[src/rtl/imem_loader.sv]
// -----------------------------------------------------------------------------
// imem_loader
//
// Program loader for the instruction memory of the single-cycle MIPS core.
// It receives a framed byte stream over a valid/ready handshake:
//
//   MAGIC, CNT_HI, CNT_LO, N x {B3, B2, B1, B0}, CSUM
//
// N = {CNT_HI, CNT_LO}. Each group of four bytes is assembled MSB-first into
// a 32-bit word and written to consecutive word addresses starting at 0.
// CSUM is the 8-bit modular sum of CNT_HI, CNT_LO and every data byte.
// The core stays in reset (cpu_rstn low) until a frame finishes with a
// matching checksum.
//
// Ports:
//   clk       system clock, rising edge
//   rst       synchronous active-high reset
//   in_data   stream byte
//   in_valid  in_data valid this cycle
//   in_ready  loader accepts a byte (transfer when in_valid && in_ready)
//   start     one-cycle pulse, re-arms the loader from DONE or ERR
//   im_we     instruction-memory write strobe, one cycle per word
//   im_addr   word address of the write
//   im_wdata  word being written
//   cpu_rstn  active-low reset to the core, high only in DONE
//   done      frame loaded and checksum good (level)
//   err       frame rejected (level)
//   err_code  0 none, 1 count too large, 2 checksum mismatch
//
// Every output is a flop; in_data only reaches the outputs through
// registered state, so there is no combinational path from the stream.
// -----------------------------------------------------------------------------
module imem_loader #(
    parameter int         ADDR_W = 8,
    parameter logic [7:0] MAGIC  = 8'hA5
) (
    input  logic              clk,
    input  logic              rst,
    input  logic [7:0]        in_data,
    input  logic              in_valid,
    output logic              in_ready,
    input  logic              start,
    output logic              im_we,
    output logic [ADDR_W-1:0] im_addr,
    output logic [31:0]       im_wdata,
    output logic              cpu_rstn,
    output logic              done,
    output logic              err,
    output logic [1:0]        err_code
);

    typedef enum logic [2:0] {
        S_IDLE,
        S_CNT_HI,
        S_CNT_LO,
        S_DATA,
        S_CSUM,
        S_DONE,
        S_ERR
    } state_t;

    // Memory capacity in words; 17 bits so that a full 16-bit count can be
    // compared against it without overflow.
    localparam logic [16:0] CAPACITY = 17'(1) << ADDR_W;

    localparam logic [1:0] ERR_NONE  = 2'd0;
    localparam logic [1:0] ERR_COUNT = 2'd1;
    localparam logic [1:0] ERR_CSUM  = 2'd2;

    // ---------------------------------------------------------------- state
    state_t      state, state_n;
    logic [15:0] count, count_n;         // N from the frame header
    logic [16:0] word_idx, word_idx_n;   // index of the word being assembled
    logic [1:0]  byte_idx, byte_idx_n;   // position inside the current word
    logic [23:0] asm_q, asm_n;           // first three bytes of current word
    logic [7:0]  sum, sum_n;             // running checksum

    // registered outputs, next values
    logic              in_ready_n;
    logic              im_we_n;
    logic [ADDR_W-1:0] im_addr_n;
    logic [31:0]       im_wdata_n;
    logic              cpu_rstn_n;
    logic              done_n;
    logic              err_n;
    logic [1:0]        err_code_n;

    logic        accept;
    logic [15:0] new_count;

    assign accept = in_valid && in_ready;

    // ------------------------------------------------------------ registers
    always_ff @(posedge clk) begin
        if (rst) begin
            state    <= S_IDLE;
            count    <= '0;
            word_idx <= '0;
            byte_idx <= '0;
            asm_q    <= '0;
            sum      <= '0;
            in_ready <= 1'b1;
            im_we    <= 1'b0;
            im_addr  <= '0;
            im_wdata <= '0;
            cpu_rstn <= 1'b0;
            done     <= 1'b0;
            err      <= 1'b0;
            err_code <= ERR_NONE;
        end else begin
            state    <= state_n;
            count    <= count_n;
            word_idx <= word_idx_n;
            byte_idx <= byte_idx_n;
            asm_q    <= asm_n;
            sum      <= sum_n;
            in_ready <= in_ready_n;
            im_we    <= im_we_n;
            im_addr  <= im_addr_n;
            im_wdata <= im_wdata_n;
            cpu_rstn <= cpu_rstn_n;
            done     <= done_n;
            err      <= err_n;
            err_code <= err_code_n;
        end
    end

    // -------------------------------------------------- next state / outputs
    always_comb begin
        state_n    = state;
        count_n    = count;
        word_idx_n = word_idx;
        byte_idx_n = byte_idx;
        asm_n      = asm_q;
        sum_n      = sum;
        im_we_n    = 1'b0;
        im_addr_n  = im_addr;     // address/data hold between writes
        im_wdata_n = im_wdata;
        err_code_n = err_code;
        new_count  = {count[15:8], in_data};

        unique case (state)
            S_IDLE: begin
                // Anything but the start byte is consumed and dropped.
                if (accept && in_data == MAGIC) begin
                    state_n    = S_CNT_HI;
                    sum_n      = '0;
                    byte_idx_n = '0;
                end
            end

            S_CNT_HI: begin
                if (accept) begin
                    count_n[15:8] = in_data;
                    sum_n         = in_data;
                    state_n       = S_CNT_LO;
                end
            end

            S_CNT_LO: begin
                if (accept) begin
                    count_n    = new_count;
                    sum_n      = sum + in_data;
                    word_idx_n = '0;
                    byte_idx_n = '0;
                    if ({1'b0, new_count} > CAPACITY) begin
                        state_n    = S_ERR;
                        err_code_n = ERR_COUNT;
                    end else if (new_count == 16'd0) begin
                        state_n = S_CSUM;
                    end else begin
                        state_n = S_DATA;
                    end
                end
            end

            S_DATA: begin
                if (accept) begin
                    sum_n      = sum + in_data;
                    asm_n      = {asm_q[15:0], in_data};
                    byte_idx_n = byte_idx + 2'd1;
                    if (byte_idx == 2'd3) begin
                        // Word complete: the write strobe is registered here,
                        // so it shows up in the cycle after this accept and
                        // overlaps byte 0 of the next word.
                        im_we_n    = 1'b1;
                        im_addr_n  = word_idx[ADDR_W-1:0];
                        im_wdata_n = {asm_q, in_data};
                        word_idx_n = word_idx + 17'd1;
                        if (word_idx + 17'd1 == {1'b0, count})
                            state_n = S_CSUM;
                    end
                end
            end

            S_CSUM: begin
                if (accept) begin
                    if (in_data == sum) begin
                        state_n = S_DONE;
                    end else begin
                        state_n    = S_ERR;
                        err_code_n = ERR_CSUM;
                    end
                end
            end

            S_DONE: begin
                if (start)
                    state_n = S_IDLE;
            end

            S_ERR: begin
                if (start) begin
                    state_n    = S_IDLE;
                    err_code_n = ERR_NONE;
                end
            end

            default: state_n = S_IDLE;
        endcase

        // Status flags are decoded from the next state so they change on the
        // same edge as the state itself (e.g. cpu_rstn drops with start).
        in_ready_n = (state_n != S_DONE) && (state_n != S_ERR);
        done_n     = (state_n == S_DONE);
        cpu_rstn_n = (state_n == S_DONE);
        err_n      = (state_n == S_ERR);
    end

endmodule
[config.mk]
export PLATFORM = sky130hd
export DESIGN_NAME = imem_loader
export DESIGN_NICKNAME = d
export VERILOG_FILES = /design/src/rtl/imem_loader.sv
export SDC_FILE = /design/constraint.sdc
export NUM_CORES = 1
export LEC_CHECK = 0
export ABC_CLOCK_PERIOD_IN_PS = 2900
export CORE_AREA = 4 4 127 117
export DETAILED_ROUTE_END_ITERATION = 12
export DIE_AREA = 0 0 131 121
export GPL_ROUTABILITY_DRIVEN = 0
export PLACE_DENSITY = 0.6
export REMOVE_ABC_BUFFERS = 1
export SYNTH_ARGS = -nofsm -noshare
export SYNTH_HDL_FRONTEND = slang
export SYNTH_SLANG_ARGS = --single-unit
export TNS_END_PERCENT = 50
[constraint.sdc]
create_clock -name clk -period 2.9 [get_ports clk]
set_input_delay 0.725 -clock clk [delete_from_list [all_inputs] [get_ports clk]]
set_output_delay 0.725 -clock clk [all_outputs]
set_load 0.01 [all_outputs]
Yosys cells after proc, flatten, opt, wreduce, memory -nomap -nowiden

Index checks and enable logic that the tools add are counted.

Register bits: 116
Input bits: 12
Output and inout bits: 47
Word-level logic and storage cells: 97

Reductions and logical operators: 20
Order comparisons: 1
Equality and inequality tests: 24
Add/subtract/negate cells: 3
Mux-type cells: 32
Bitwise logic cells: 3

Operator list:

| cell                                                                   | count |
|---|---|
| 17-bit 2-to-1 mux                                                      | 3 |
| 17-bit one-hot mux with 2 select lines                                 | 1 |
| 3-bit 2-to-1 mux                                                       | 10 |
| 8-bit 2-to-1 mux                                                       | 3 |
| 8-bit one-hot mux with 3 select lines                                  | 1 |
| 2-bit 2-to-1 mux                                                       | 9 |
| 2-bit != test (second input constant)                                  | 9 |
| 3-bit one-hot mux with 6 select lines                                  | 1 |
| 17-bit by 1-bit adder with 17-bit output (second input constant)       | 1 |
| 17-bit by 16-bit == test with 1-bit output                             | 1 |
| 16-bit by 9-bit > comparator with 1-bit output (second input constant) | 1 |
| 16-bit zero test                                                       | 1 |
| 8-bit one-hot mux with 2 select lines                                  | 1 |
| 3-bit == test (second input constant)                                  | 5 |
| 2-bit one-hot mux with 3 select lines                                  | 2 |
| 4-bit AND reduction                                                    | 3 |
| 3-bit nonzero test                                                     | 3 |
| 8-bit adder                                                            | 1 |
| 8-bit == test                                                          | 1 |
| 8-bit == test (second input constant)                                  | 1 |
| 3-bit by 2-bit == test with 1-bit output (second input constant)       | 2 |
| 3-bit != test (second input constant)                                  | 2 |
| 3-bit AND reduction                                                    | 2 |
| 6-bit AND reduction                                                    | 1 |
| 12 further kinds                                                       | 18 |

Logic depth before layout (Yosys ltp)

Word-level depth: 8
Depth in mapped cells: 10
Gate-level depth less buffers: 9

Worst setup path before layout

OpenSTA, ideal clock, no wires.

Kind: reg2reg
From: register word_idx[0]
To: register in_ready
Arrival: 2.490 ns
Required time: 2.773 ns
Path buffers: 0
Library setup time: 0.127 ns
Clock period less this slack: 2.617 ns
Setup slack: 0.283 ns
Cell stages (with the launch flop): 9
Cell sequence: dfxtp_1 -> ha_1 -> nand3_2 -> or4_1 -> xnor2_1 -> nor4_1 -> nand4_1 -> o31a_1 -> or3b_1

Longest elaborated chain between the ends: 8
Elaborated cells on any way between the ends: 9
Classes of those cells: add/sub: 1; eq/ne: 3; mux: 4; reduce/logical: 1

RTL lines:

| item                                         | RTL line | text |
|---|---|---|
| from (decl)                                  | 73       | `logic [16:0] word_idx, word_idx_n;` |
| from (signal assigned)                       | 113      | `word_idx <= word_idx_n;` |
| 17-bit by 1-bit adder with 17-bit output *   | 190      | `if (word_idx + 17'd1 == {1'b0, count})` |
| 17-bit by 16-bit == test with 1-bit output * | 190      |  |
| 3-bit 2-to-1 mux *                           | 190      |  |
| 3-bit 2-to-1 mux *                           | 182      | `if (byte_idx == 2'd3) begin` |
| 3-bit 2-to-1 mux *                           | 178      | `if (accept) begin` |
| 3-bit one-hot mux with 6 select lines *      | 142      | `unique case (state)` |
| 3-bit != test                                | 224      | `in_ready_n = (state_n != S_DONE) && (state_n != S_ERR);` |
| 1-bit logical AND *                          | 224      |  |
| to (signal assigned)                         | 117      | `in_ready <= in_ready_n;` |
| to (decl)                                    | 41       | `output logic in_ready,` |

Mark *: on every way between the ends. The rest lies on a longest branch, timed or not.
A chain may end at the register's enable or synchronous reset.

Final worst setup path

From: register word_idx[1]
To: register in_ready

Same word-level chain as after synthesis.

==> results.md <==
- Worst path required time: around 3.2 ns
- Multi-input gate area in the final layout: ~2800 um^2
- Max-cap violations: 0
- Combinational power share: 0.028
- Crit path kind: reg2reg
- Share of cells above drive strength 1: 0.121
- Cell taking the most area after synthesis: dfxtp_1
- Global-route wire length before repair: between 20 and 25 mm
- P_int: 3.06 mW
- Port Buffers: 58
- Outcome: completed
- Hold Fails Final Rpt: 0
- Clock tree buffer depth: 2
- Period utilization: 0.933
- Top-count cell post-synth: nand2_1
- Worst Max-Slew Pin Slew: roughly 0.67 ns
- Post-CTS Hold Buffers: 0
- Die ar.: 15900 um^2
- Synth Register Bits: between 100 and 150
- Ys async rst share: 0
- Total GRT Usage: 0.185
- H-tree depth: 4
- Later-pin clock latency in the skew report: around 0.42 ns
- Starting Density: 0.389
- Finish-stage setup viols: 0
- Clk_skew: 0.00727 ns
- Fillers: 1347
- Sw power: 0.824 mW
- DRT antenna net count: 0
- Leak pwr: 2.44 nW
- Synth Flop Type: dfxtp_1
- Yosys synthesis warning count: 0
- Area grow syn2layout: 30.1%
- Syn_area_per_cell: 7.88 um^2
- Fin crit period: 2.70 ns
- Worst Setup End Kind: flip-flop
- Sw Ratio: 0.212
- Ranking of synthesized cells by area: dfxtp_1, nand2_1, a21oi_1
- CTS tree: done
- Max-slew violations: 0
- Clock Sink Count: roughly 120
- Initial DRC count: 338
- Die Ht: approximately 120 um
- Startpoint types: flip-flop
- Initial antenna violation count: 0
- Nets: approximately 780
- Die W: 131 um
- Max Fanout on Critical Path: 3
- Netlist cell types: between 50 and 60
- Mapped Area: 5330 um^2
- Flop pwr share: 0.411
- Clk slew on worst S/H paths: 0.05 ns
- Root Buffer: clkbuf_16
- Vias: between 4000 and 5000
- Max Fclk: between 300 and 400 MHz
- Vias in the first global route: 4777
- Commonest cells in the netlist: nand2_1, dfxtp_1, a21oi_1, nor2_1, clkbuf_1
- Synth top area share: 0.436
- Register Area: 2320 um^2
- Place WS: -0.213 ns
- Post-synth EDFFs: 0
- Num CTS Buffers: 17
- GRT overflow: 0
- Largest net degree at the start of global routing: 67
- DRT Pass-1 Iters: 4
- RSZ-0062 raised after global routing: false
- Pwr Density: 561 nW/um^2
- DRC errors left: 0
- Hold WC Path Type: reg2reg
- Fin area: just under 7000 um^2
- Critical Path AT: around 3.0 ns
- Post-DP HPWL: between 9 and 10 mm
- R2r setup slk: ~0.2 ns
- Clock Power Share: 0.561
- Vias per cell: between 5 and 6
- Post CTS Setup Buffer Count: 0
- I/O pin cnt: 59
- Site Rows: slightly above 40
- Mapped Cells: about 680
- Maximum VDD drop: 398 uV
- Placed inst area: between 6000 and 7000 um^2
- Slew margin rel.: 0.555
- WL final: 13.9 mm
- Diode count: 0
- Worst setup margin: approximately 0.2 ns
- WL per Instance: approximately 15 um
- CORE AREA: ~14000 um^2
- Sequential element share of the synthesized area: 0.436
## flip-flops by register name (all words and copies together) (netlist names)
name      cells
asm_q        24
byte_idx      2
count        16
done          1
err           1
err_code      2
im_addr       8
im_wdata     32
im_we         1
in_ready      1
state         3
sum           8
word_idx     17
## layout make-up
class                   instances  share of cell area
repair buffers                108               0.141
well taps                     172              0.0310
flip-flops and latches        116               0.335
clock buffers                  21              0.0679
clock inverters                11              0.0215
multi-input cells             505               0.401
inverters                       6             0.00325
## final timing paths
kind             endpoint         start  cells after the start
max              in_ready   word_idx[1]                      8
max reg2reg      in_ready   word_idx[1]                      8
min          im_wdata[22]  im_wdata[22]                      2
min reg2reg  im_wdata[22]  im_wdata[22]                      2
## kinds of logic after synthesis
logic type	after synthesis	synth area share
AND/OR/NAND/NOR	287	0.243
AO/OA/AOI/OAI	164	0.176
flip-flops	116	0.436
buffers and inverters	55	0.0435
XOR/XNOR	27	0.0444
multiplexers	17	0.0319
adder cells (fa/ha/maj)	10	0.0249
## layout by cell type (no fill, tap or decap), types with 4 or more instances in the layout
master	n
nand2_1	153
dfxtp_1	116
a21oi_1	91
nor2_1	60
clkdlybuf4s50_1	57
buf_4	48
o21ai_0	28
xnor2_1	20
mux2i_1	17
clkbuf_16	17
nand3_1	13
nor3_1	11
nor4_1	10
a211oi_1	9
ha_1	9
xor2_1	7
a22oi_1	7
inv_1	6
nand4_1	6
a31oi_1	5
nand2b_1	4
or3_1	4
and4_1	4
## routing by layer
metal,track usage,up-vias,wire [um]
met5,0,-,0
met2,0.283,123,6370
li1,-,2492,-
met3,0.0423,27,608
met1,0.252,2311,6640
met4,0.0765,0,299
## repair_timing
item | CTS | global route
gates resized for setup | 0 | 1
endpoints found under the hold margin | 0 | 0
endpoints found under the setup margin | 0 | 1
## critical path: stages (launching register included)
cell and delay (ns):
dfxtp_1 0.34, ha_1 0.24, nand3_2 0.12, or4_1 0.60, xnor2_1 0.17, nor4_1 0.26, nand4_1 0.22, o31a_1 0.31
or3b_1 0.34
## stage by stage
| step | hold slack (ns) | total power [mW] | std cells | util | TNS [ns] |
|---|---|---|---|---|---|
| 3_3_place_gp | 0.441 | 1.74 | 907 | 0.461 | -0.224 |
| 5_1_grt | 0.471 | 4.01 | 939 | 0.506 | 0 |
| 2_1_floorplan | 0.426 | 1.66 | 627 | - | 0 |
| 4_1_cts | 0.454 | 3.92 | 939 | 0.506 | 0 |
| 3_5_place_dp | 0.447 | 1.74 | 907 | 0.461 | -0.614 |
| 6_report | 0.451 | 3.89 | 939 | 0.506 | 0 |
## power groups by stage
stage / clock network, mW / logic, mW / registers (mW)
after detailed placement: 0 / 0.109 / 1.63
after global placement: 0 / 0.107 / 1.63
final: 2.18 / 0.109 / 1.60
after floorplan: 0 / 0.0270 / 1.63
after global routing: 2.30 / 0.120 / 1.59
after CTS: 2.22 / 0.109 / 1.60
Power figures use the tool's default switching activity.
